==> config.mk <==
export PLATFORM = sky130hd
export DESIGN_NAME = seq_divider
export DESIGN_NICKNAME = d
export VERILOG_FILES = /design/src/rtl/div_pkg.sv /design/src/rtl/div_trial_sub.sv /design/src/rtl/seq_divider.sv
export SDC_FILE = /design/constraint.sdc
export NUM_CORES = 1
export LEC_CHECK = 0
export ABC_AREA = 1
export CORE_MARGIN = 2
export CORE_UTILIZATION = 45
export CTS_CLUSTER_DIAMETER = 200
export DETAILED_ROUTE_END_ITERATION = 10
export PLACE_DENSITY = 0.81
export SETUP_SLACK_MARGIN = 0.02
export SLEW_MARGIN = 20
export SYNTH_ARGS = -nofsm -noshare
export SYNTH_HDL_FRONTEND = slang
export SYNTH_SLANG_ARGS = --single-unit
==> constraint.sdc <==
create_clock -name clk -period 1.5 [get_ports clk]
set_input_delay 0.15 -clock clk [delete_from_list [all_inputs] [get_ports clk]]
set_output_delay 0.15 -clock clk [all_outputs]
set_load 0.05 [all_outputs]
==> src/rtl/div_pkg.sv <==
// Shared definitions for the sequential restoring divider: FSM states,
// default operand width and iteration counter sizing.
package div_pkg;

  typedef enum logic [1:0] {
    IDLE,
    CALC,
    DONE
  } state_t;

  localparam int DEFAULT_WIDTH = 4;

  // The counter must hold 0..WIDTH-1 with headroom for the WIDTH comparison.
  function automatic int cnt_width(input int width);
    return $clog2(width + 1);
  endfunction

  localparam int DEFAULT_CNT_W = cnt_width(DEFAULT_WIDTH);

endpackage

==> src/rtl/div_trial_sub.sv <==
// Combinational (WIDTH+1)-bit trial subtractor used by the restoring divider.
module div_trial_sub
  import div_pkg::*;
#(
  parameter int WIDTH = DEFAULT_WIDTH
) (
  input  logic [WIDTH:0] minuend,
  input  logic [WIDTH:0] subtrahend,
  output logic [WIDTH:0] diff,
  output logic           borrow
);

  // An extra top bit captures the borrow; set means the trial went negative.
  assign {borrow, diff} = {1'b0, minuend} - {1'b0, subtrahend};

endmodule

==> src/rtl/seq_divider.sv <==
// Multi-cycle unsigned restoring divider: one quotient bit per clock under a
// start/busy/done handshake, with Zero and DivZero flags.
module seq_divider
  import div_pkg::*;
#(
  parameter int WIDTH = DEFAULT_WIDTH
) (
  input  logic             clk,
  input  logic             rst,
  input  logic             start,
  input  logic [WIDTH-1:0] in_a,
  input  logic [WIDTH-1:0] in_b,
  output logic             busy,
  output logic             done,
  output logic [WIDTH-1:0] Quotient,
  output logic [WIDTH-1:0] Remainder,
  output logic             Zero,
  output logic             DivZero
);

  localparam int CNT_W = cnt_width(WIDTH);

  state_t           state_reg, state_next;
  logic [CNT_W-1:0] cnt_reg, cnt_next;
  logic [WIDTH-1:0] r_reg, r_next;
  logic [WIDTH-1:0] q_reg, q_next;
  logic [WIDTH-1:0] b_reg, b_next;
  logic [WIDTH-1:0] quotient_reg, quotient_next;
  logic [WIDTH-1:0] remainder_reg, remainder_next;
  logic             zero_reg, zero_next;
  logic             div_zero_reg, div_zero_next;

  logic [WIDTH:0]   shifted_r;
  logic [WIDTH:0]   diff;
  logic             borrow;
  logic [WIDTH-1:0] r_step;
  logic [WIDTH-1:0] q_step;

  // R can reach 2*B-1 after the shift, so it needs one bit beyond WIDTH.
  assign shifted_r = {r_reg, q_reg[WIDTH-1]};

  div_trial_sub #(.WIDTH(WIDTH)) u_trial_sub (
    .minuend   (shifted_r),
    .subtrahend({1'b0, b_reg}),
    .diff      (diff),
    .borrow    (borrow)
  );

  // On borrow the shifted value is kept (restore); it is below B so fits WIDTH.
  assign r_step = borrow ? shifted_r[WIDTH-1:0] : diff[WIDTH-1:0];
  assign q_step = {q_reg[WIDTH-2:0], ~borrow};

  always_comb begin
    state_next     = state_reg;
    cnt_next       = cnt_reg;
    r_next         = r_reg;
    q_next         = q_reg;
    b_next         = b_reg;
    quotient_next  = quotient_reg;
    remainder_next = remainder_reg;
    zero_next      = zero_reg;
    div_zero_next  = div_zero_reg;

    case (state_reg)
      IDLE: begin
        if (start) begin
          b_next = in_b;
          if (in_b == '0) begin
            state_next     = DONE;
            quotient_next  = '1;
            remainder_next = in_a;
            zero_next      = 1'b0;
            div_zero_next  = 1'b1;
          end else begin
            state_next = CALC;
            cnt_next   = '0;
            r_next     = '0;
            q_next     = in_a;
          end
        end
      end
      CALC: begin
        r_next   = r_step;
        q_next   = q_step;
        cnt_next = cnt_reg + 1'b1;
        if (cnt_reg == CNT_W'(WIDTH - 1)) begin
          state_next     = DONE;
          quotient_next  = q_step;
          remainder_next = r_step;
          zero_next      = (q_step == '0);
          div_zero_next  = 1'b0;
        end
      end
      DONE:    state_next = IDLE;
      default: state_next = IDLE;
    endcase
  end

  always_ff @(posedge clk) begin
    if (rst) begin
      state_reg     <= IDLE;
      cnt_reg       <= '0;
      r_reg         <= '0;
      q_reg         <= '0;
      b_reg         <= '0;
      quotient_reg  <= '0;
      remainder_reg <= '0;
      zero_reg      <= 1'b0;
      div_zero_reg  <= 1'b0;
    end else begin
      state_reg     <= state_next;
      cnt_reg       <= cnt_next;
      r_reg         <= r_next;
      q_reg         <= q_next;
      b_reg         <= b_next;
      quotient_reg  <= quotient_next;
      remainder_reg <= remainder_next;
      zero_reg      <= zero_next;
      div_zero_reg  <= div_zero_next;
    end
  end

  assign busy      = (state_reg == CALC);
  assign done      = (state_reg == DONE);
  assign Quotient  = quotient_reg;
  assign Remainder = remainder_reg;
  assign Zero      = zero_reg;
  assign DivZero   = div_zero_reg;

endmodule

==> results of run 1 <==
worst max-delay path by stage:
| stage | endpoint | slack, ns | cells past startpoint |
|---|---|---|---|
| after floorplan | r_reg[2]$_SDFFE_PP0P_ | 0.10 | 9 |
| after global placement | Remainder[1]$_SDFFE_PP0P_ | -0.10 | 9 |
| after detailed placement | Remainder[1]$_SDFFE_PP0P_ | -0.10 | 9 |
| after CTS | Remainder[2]$_SDFFE_PP0P_ | 0.02 | 9 |
| after global routing | Remainder[2]$_SDFFE_PP0P_ | -0.08 | 9 |
| final | Remainder[2]$_SDFFE_PP0P_ | 0.05 | 9 |
cells by family (layout without fill, tap and decap cells):
group,count (synthesis),after routing
AND/OR/NAND/NOR,94,95
buffers and inverters,41,72
AO/OA/AOI/OAI,29,29
flip-flops,27,27
adder cells (fa/ha/maj),7,7
XOR/XNOR,1,1
synthesized netlist by cell type, types with 2 or more instances:
| library cell | instances | area share |
|---|---|---|
| o21ai_0 | 11 | 0.039 |
| nand3_1 | 14 | 0.050 |
| inv_2 | 2 | 0.0054 |
| buf_6 | 2 | 0.016 |
| nor2_1 | 29 | 0.078 |
| o21ai_1 | 4 | 0.014 |
| dfxtp_1 | 27 | 0.39 |
| ha_1 | 6 | 0.054 |
| nor2_2 | 2 | 0.0090 |
| nand4_1 | 7 | 0.031 |
| nor2_4 | 2 | 0.016 |
| buf_2 | 2 | 0.0072 |
| nand2_1 | 35 | 0.094 |
| inv_1 | 33 | 0.089 |
| nand2_2 | 2 | 0.0090 |
| a21oi_1 | 12 | 0.043 |
power by group through the flow:
stage                     clock network, mW  registers (mW)  logic, mW
after floorplan                           0           0.909      0.318
after global placement                    0           0.829      0.556
after detailed placement                  0           0.831      0.561
after CTS                             0.329           0.816      0.581
after global routing                  0.348           0.831      0.724
final                                 0.315           0.822      0.660
repair_timing:
item / in CTS / in global routing
setup buffers: 0 / 4
resized for setup: 6 / 21
gates cloned: 0 / 1
setup endpoints to repair: 12 / 15
pin swaps: 1 / 9
hold endpoints to repair: 0 / 0
metrics by stage:
stage	area [µm²]	std cells	worst slack, ns	hold slack, ns	power [mW]
global route	1810	264	-0.0811	0.502	1.90
detailed placement	1660	255	-0.105	0.454	1.39
finish	1810	264	0.0470	0.471	1.80
floorplan	1390	199	0.102	0.298	1.23
global placement	1660	255	-0.104	0.451	1.39
CTS	1700	259	0.0215	0.474	1.73
cell type report:
class / instances / area (µm²)
Timing Repair Buffer: 32 / 290
Tap cell: 33 / 41.3
Multi-Input combinational cell: 132 / 758
Clock inverter: 1 / 5.00
Sequential cell: 27 / 552
Clock buffer: 3 / 22.5
Fill cell: 283 / 1190
Inverter: 36 / 140
worst max-delay path: stages, from the launching register on:
cell     delay (ns)
dfxtp_2        0.37
ha_1           0.30
nand2_1        0.09
nand2_2        0.08
nand3_4        0.14
nand2_4        0.08
nand3_1        0.12
nand3_1        0.09
nand2_1        0.06
inv_1          0.04
metal layers:
metal | global-route usage | vias to the layer above | share of wire
met4 | 0.0571 | 0 | 0.012
met1 | 0.266 | 617 | 0.45
met5 | 0 | - | 0
met3 | 0.0195 | 4 | 0.030
met2 | 0.312 | 37 | 0.51
li1 | - | 693 | -
==> flow_metrics.tcl, run 1 <==
set metrics [dict create \
    num_vias 1351 \
    cts_root_buf "clkbuf_4" \
    status "finished, final reports clean" \
    syn_inst 199 \
    final_util 0.603 \
    power_density_nw_per_um2 993 \
    grt_max_degree 17 \
    final_cell_mix "nand2_1 (32), inv_1 (31), nor2_1 (28)" \
    layout_commonest_cell "nand2_1" \
    cell_internal_pwr_mw 1.13 \
    syn_area_um2 1390 \
    drv_cap 0 \
    period_needed_ns 1.45 \
    swShare 0.371 \
    worst_ir_drop_vdd_uv 664 \
    synth_top_flop_cell "dfxtp_1" \
    place_congestion 0.937 \
    worstMarginPinSlew_ns 0.466 \
    dp_hpwl_mm 2.19 \
    path_max_fanout 7 \
    synth_edf_count 0 \
    slew_viol_final 0 \
    io_buffers 22 \
    avgSynthCellArea_um2 7.00 \
    slew-limit-headroom 0.689 \
    reg2reg_slack_ns 0.05 \
    drive_above_1_share 0.247 \
    fp.dieW_um 59.7 \
    clkSlewWorstSetupHoldPaths_ns 0.15 \
    min_to "cnt_reg[2]$_SDFFE_PP0P_" \
    power_leakage_nw 0.896 \
    grt_pass1_wl_mm 5.18 \
    rsz0062_at_grt "true" \
    routed_wl_mm 3.24 \
    rows 20 \
    hold_viol_final 0 \
    drt_first_iter_violations 53 \
    cts_tree "built" \
    timing.fmax_mhz 688 \
    synth_top_family_by_area "simple AND/OR/NAND/NOR gates" \
    dr.pass1.iters 5 \
    detail_route.wl_per_cell_um 12.3 \
    synthSimpleGateAreaFrac 0.304 \
    clock_path_buffers 2 \
    synth_nets 217 \
    synth-seq-area-share 0.388 \
    ys_ff_latch 27 \
    drc_errors 0 \
    skew_ns 0.00984 \
    area_growth_pct 29.8 \
    hp-class "reg -> reg" \
    p_clk_frac 0.176 \
    reg2reg_from "r_reg[0]$_SDFFE_PP0P_" \
    antenna_found_initial 0 \
    worstHoldStart "cnt_reg[2]$_SDFFE_PP0P_" \
    antenna_cells 0 \
    start_util 0.464 \
    synthArstFlopShare 0 \
    muxShareOfSynthArea 0 \
    core-area_um2 3000 \
    critPathRequiredTime_ns 1.75 \
    grt-ovfl-total 0 \
    ctsHoldBuffers 0 \
    synth_compound_area_frac 0.109 \
    final.setup.tns_ns 0 \
    synth-adder-area-share 0.0682 \
    ant_nets 0 \
    die_h_um 59.7 \
    insertion_delay_ns 0.33 \
    worstSetupStartpointType "flip-flop" \
    cts.sinks 27 \
    r2r-end "Remainder[2]$_SDFFE_PP0P_" \
    cts-htree-levels 1 \
    grt.total_usage 0.191 \
    end_kind "flip-flop" \
    finalSetupViolations 0 \
    crit_type "reg -> reg" \
    worstPathArrival_ns 1.70 \
    fp.dieArea_um2 3560 \
    fin_crit_sh 0.969 \
    yosysWarningCount 0 \
    crit_path_start "r_reg[0]$_SDFFE_PP0P_" \
    nNetsFinal 250 \
    hold_depth 2 \
    cts_buffers 3 \
    power_switching_mw 0.667 \
    first_global_vias 1149 \
    synth-xor-area-share 0.00628 \
    boundaryPins 23 \
    synthDistinctLibCells 25 \
    pwr-share-comb 0.367 \
    rr_worst_depth 9 \
    post_drt_via_cell_ratio 5.12 \
    p_seq_frac 0.457 \
]
Power figures use the tool's default switching activity.
==> run 2: changes to the inputs <==
==> constraint.sdc (replaced) <==
create_clock -name clk -period 1.5 [get_ports clk]
set_input_delay 0.225 -clock clk [delete_from_list [all_inputs] [get_ports clk]]
set_output_delay 0.225 -clock clk [all_outputs]
set_load 0.05 [all_outputs]
==> run 2 against run 1 <==
Net effect: non-clock buffer count is 7 higher; design area is 6.1% higher; clock skew is 0.0018 ns higher; sequential share of layout area is 1.7 points lower; maximum frequency is 0.20% higher; clock power is 2% lower; core utilization is 3.7 points higher; hold slack better by 0.0070 ns.
==> flow_metrics.tcl, run 2 (synthesis gave the netlist of run 1 again) <==
set metrics [dict create \
    grt_pass1_wl_mm 5.24 \
    detail_route.wl_per_cell_um 12.5 \
    ant_nets 0 \
    grt.total_usage 0.191 \
    rsz0062_at_grt "true" \
    drive_above_1_share 0.312 \
    timing.fmax_mhz 690 \
    slew-limit-headroom 0.692 \
    routed_wl_mm 3.36 \
    boundaryPins 23 \
    ctsHoldBuffers 0 \
    skew_ns 0.0117 \
    final_cell_mix "nand2_1 (32), inv_1 (29), nor2_1 (26), buf_4 (26), dfxtp_1 (19)" \
    crit_chain "inv_2, ha_4, inv_2, fa_2, xor2_2, nand3_2, nand3_2, nand2_1, inv_1" \
    slowest_delay_ns 0.35 \
    drt_first_iter_violations 44 \
    power_switching_mw 0.671 \
    power_density_nw_per_um2 964 \
    worstMarginPinSlew_ns 0.461 \
    final_util 0.639 \
    fin_crit_sh 0.967 \
    cts.sinks 27 \
    fp.dieW_um 59.7 \
    hp-class "reg -> reg" \
    timing.hold.ws_ns 0.478 \
    area_growth_pct 37.7 \
    dp_hpwl_mm 2.18 \
    dpl_cell_area_um2 1700 \
    fp.dieArea_um2 3560 \
    grt_max_degree 17 \
    core-area_um2 3000 \
    power_leakage_nw 0.941 \
    clkSlewWorstSetupHoldPaths_ns 0.15 \
    slowest_stage "dfxtp_2" \
    drc_errors 0 \
    io_buffers 22 \
    regArea_um2 553 \
    insertion_delay_ns 0.32 \
    first_global_vias 1280 \
    path_max_fanout 2 \
    final.setup.tns_ns 0 \
    critPathRequiredTime_ns 1.74 \
    finalSetupViolations 0 \
    pwr-share-comb 0.387 \
    antenna_cells 0 \
    cts_tree "built" \
    hold_viol_final 0 \
    worst_ir_drop_vdd_uv 650 \
    grt-ovfl-total 0 \
    cell_internal_pwr_mw 1.18 \
    nNetsFinal 256 \
    layout_commonest_cell "nand2_1" \
    end_kind "flip-flop" \
    cts_root_buf "clkbuf_4" \
    swShare 0.363 \
    antenna_found_initial 0 \
    num_vias 1341 \
    die_h_um 59.7 \
    multiInputGateArea_um2 815 \
    slew_viol_final 0 \
    rows 20 \
    start_util 0.464 \
    p_seq_frac 0.446 \
    clock_path_buffers 2 \
    dr.pass1.iters 4 \
    post_drt_via_cell_ratio 4.97 \
    fin_ws_ns 0.0500 \
    crit_type "reg -> reg" \
    cts-htree-levels 1 \
    stdcell_area_um2 1920 \
    drv_cap 0 \
    status "finished, final reports clean" \
    worstSetupStartpointType "flip-flop" \
    cts_buffers 3 \
    place_congestion 0.857 \
    fillers 258 \
    place_ws_ns -0.0518 \
    period_needed_ns 1.45 \
    p_clk_frac 0.167 \
    worstPathArrival_ns 1.69 \
]
-- run 2: cell count changes in the layout (fill, tap and decap cells not counted), moves of 3 or more --
cell	change
nand3_2	+5
buf_4	+6
ha_4	+3
nand3_1	-5
-- run 2: final cells by class --
class | count | share of cell area
Multi-Input combinational cell | 131 | 0.424
Sequential cell | 27 | 0.288
Timing Repair Buffer | 39 | 0.181
Inverter | 36 | 0.0717
Tap cell | 33 | 0.0215
Clock buffer | 4 | 0.0137
-- run 2: final timing paths --
path / from / endpoint / slack [ns] / depth (start not counted)
setup reg to reg: q_reg[3]$_SDFFE_PP0P_ / r_reg[2]$_SDFFE_PP0P_ / 0.05 / 9
hold / removal: DivZero$_SDFFE_PP0P_ / DivZero$_SDFFE_PP0P_ / 0.48 / 2
hold reg to reg: DivZero$_SDFFE_PP0P_ / DivZero$_SDFFE_PP0P_ / 0.48 / 2
setup / recovery: q_reg[3]$_SDFFE_PP0P_ / r_reg[2]$_SDFFE_PP0P_ / 0.05 / 9
-- run 2: power by group through the flow --
stage               Sequential (mW)  Clock (mW)  Combinational, mW
floorplan                     0.909           0              0.318
global placement              0.830           0              0.586
detailed placement            0.831           0              0.594
CTS                           0.818       0.315              0.626
global route                  0.832       0.348              0.790
finish                        0.825       0.309              0.716
-- run 2: worst max-delay path: cells and delay by family, from the launching register on --
kind	cells	cell delay [ns]
flip-flops	1	0.35
XOR/XNOR	1	0.16
AND/OR/NAND/NOR	3	0.25
buffers and inverters	3	0.15
adder cells (fa/ha/maj)	2	0.47
-- run 2: metrics by stage --
stage          std cells  total power [mW]
3_5_place_dp         260              1.42
5_1_grt              270              1.97
3_3_place_gp         260              1.42
4_1_cts              267              1.76
6_report             270              1.85
2_1_floorplan        199              1.23
-- run 2: per-layer routing --
metal  GRT usage  vias to the layer above  wire, µm
li1            -                      703         -
met1       0.254                      598      1520
met2       0.315                       36      1660
met3      0.0195                        4       124
met4      0.0794                        0        52
met5           0                        -         0
-- run 2: timing repair --
action / in CTS / in global routing
pin swaps: 4 / 16
setup buffers: 3 / 3
endpoints found under the setup margin: 7 / 16
resized for setup: 9 / 30
endpoints found under the hold margin: 0 / 0
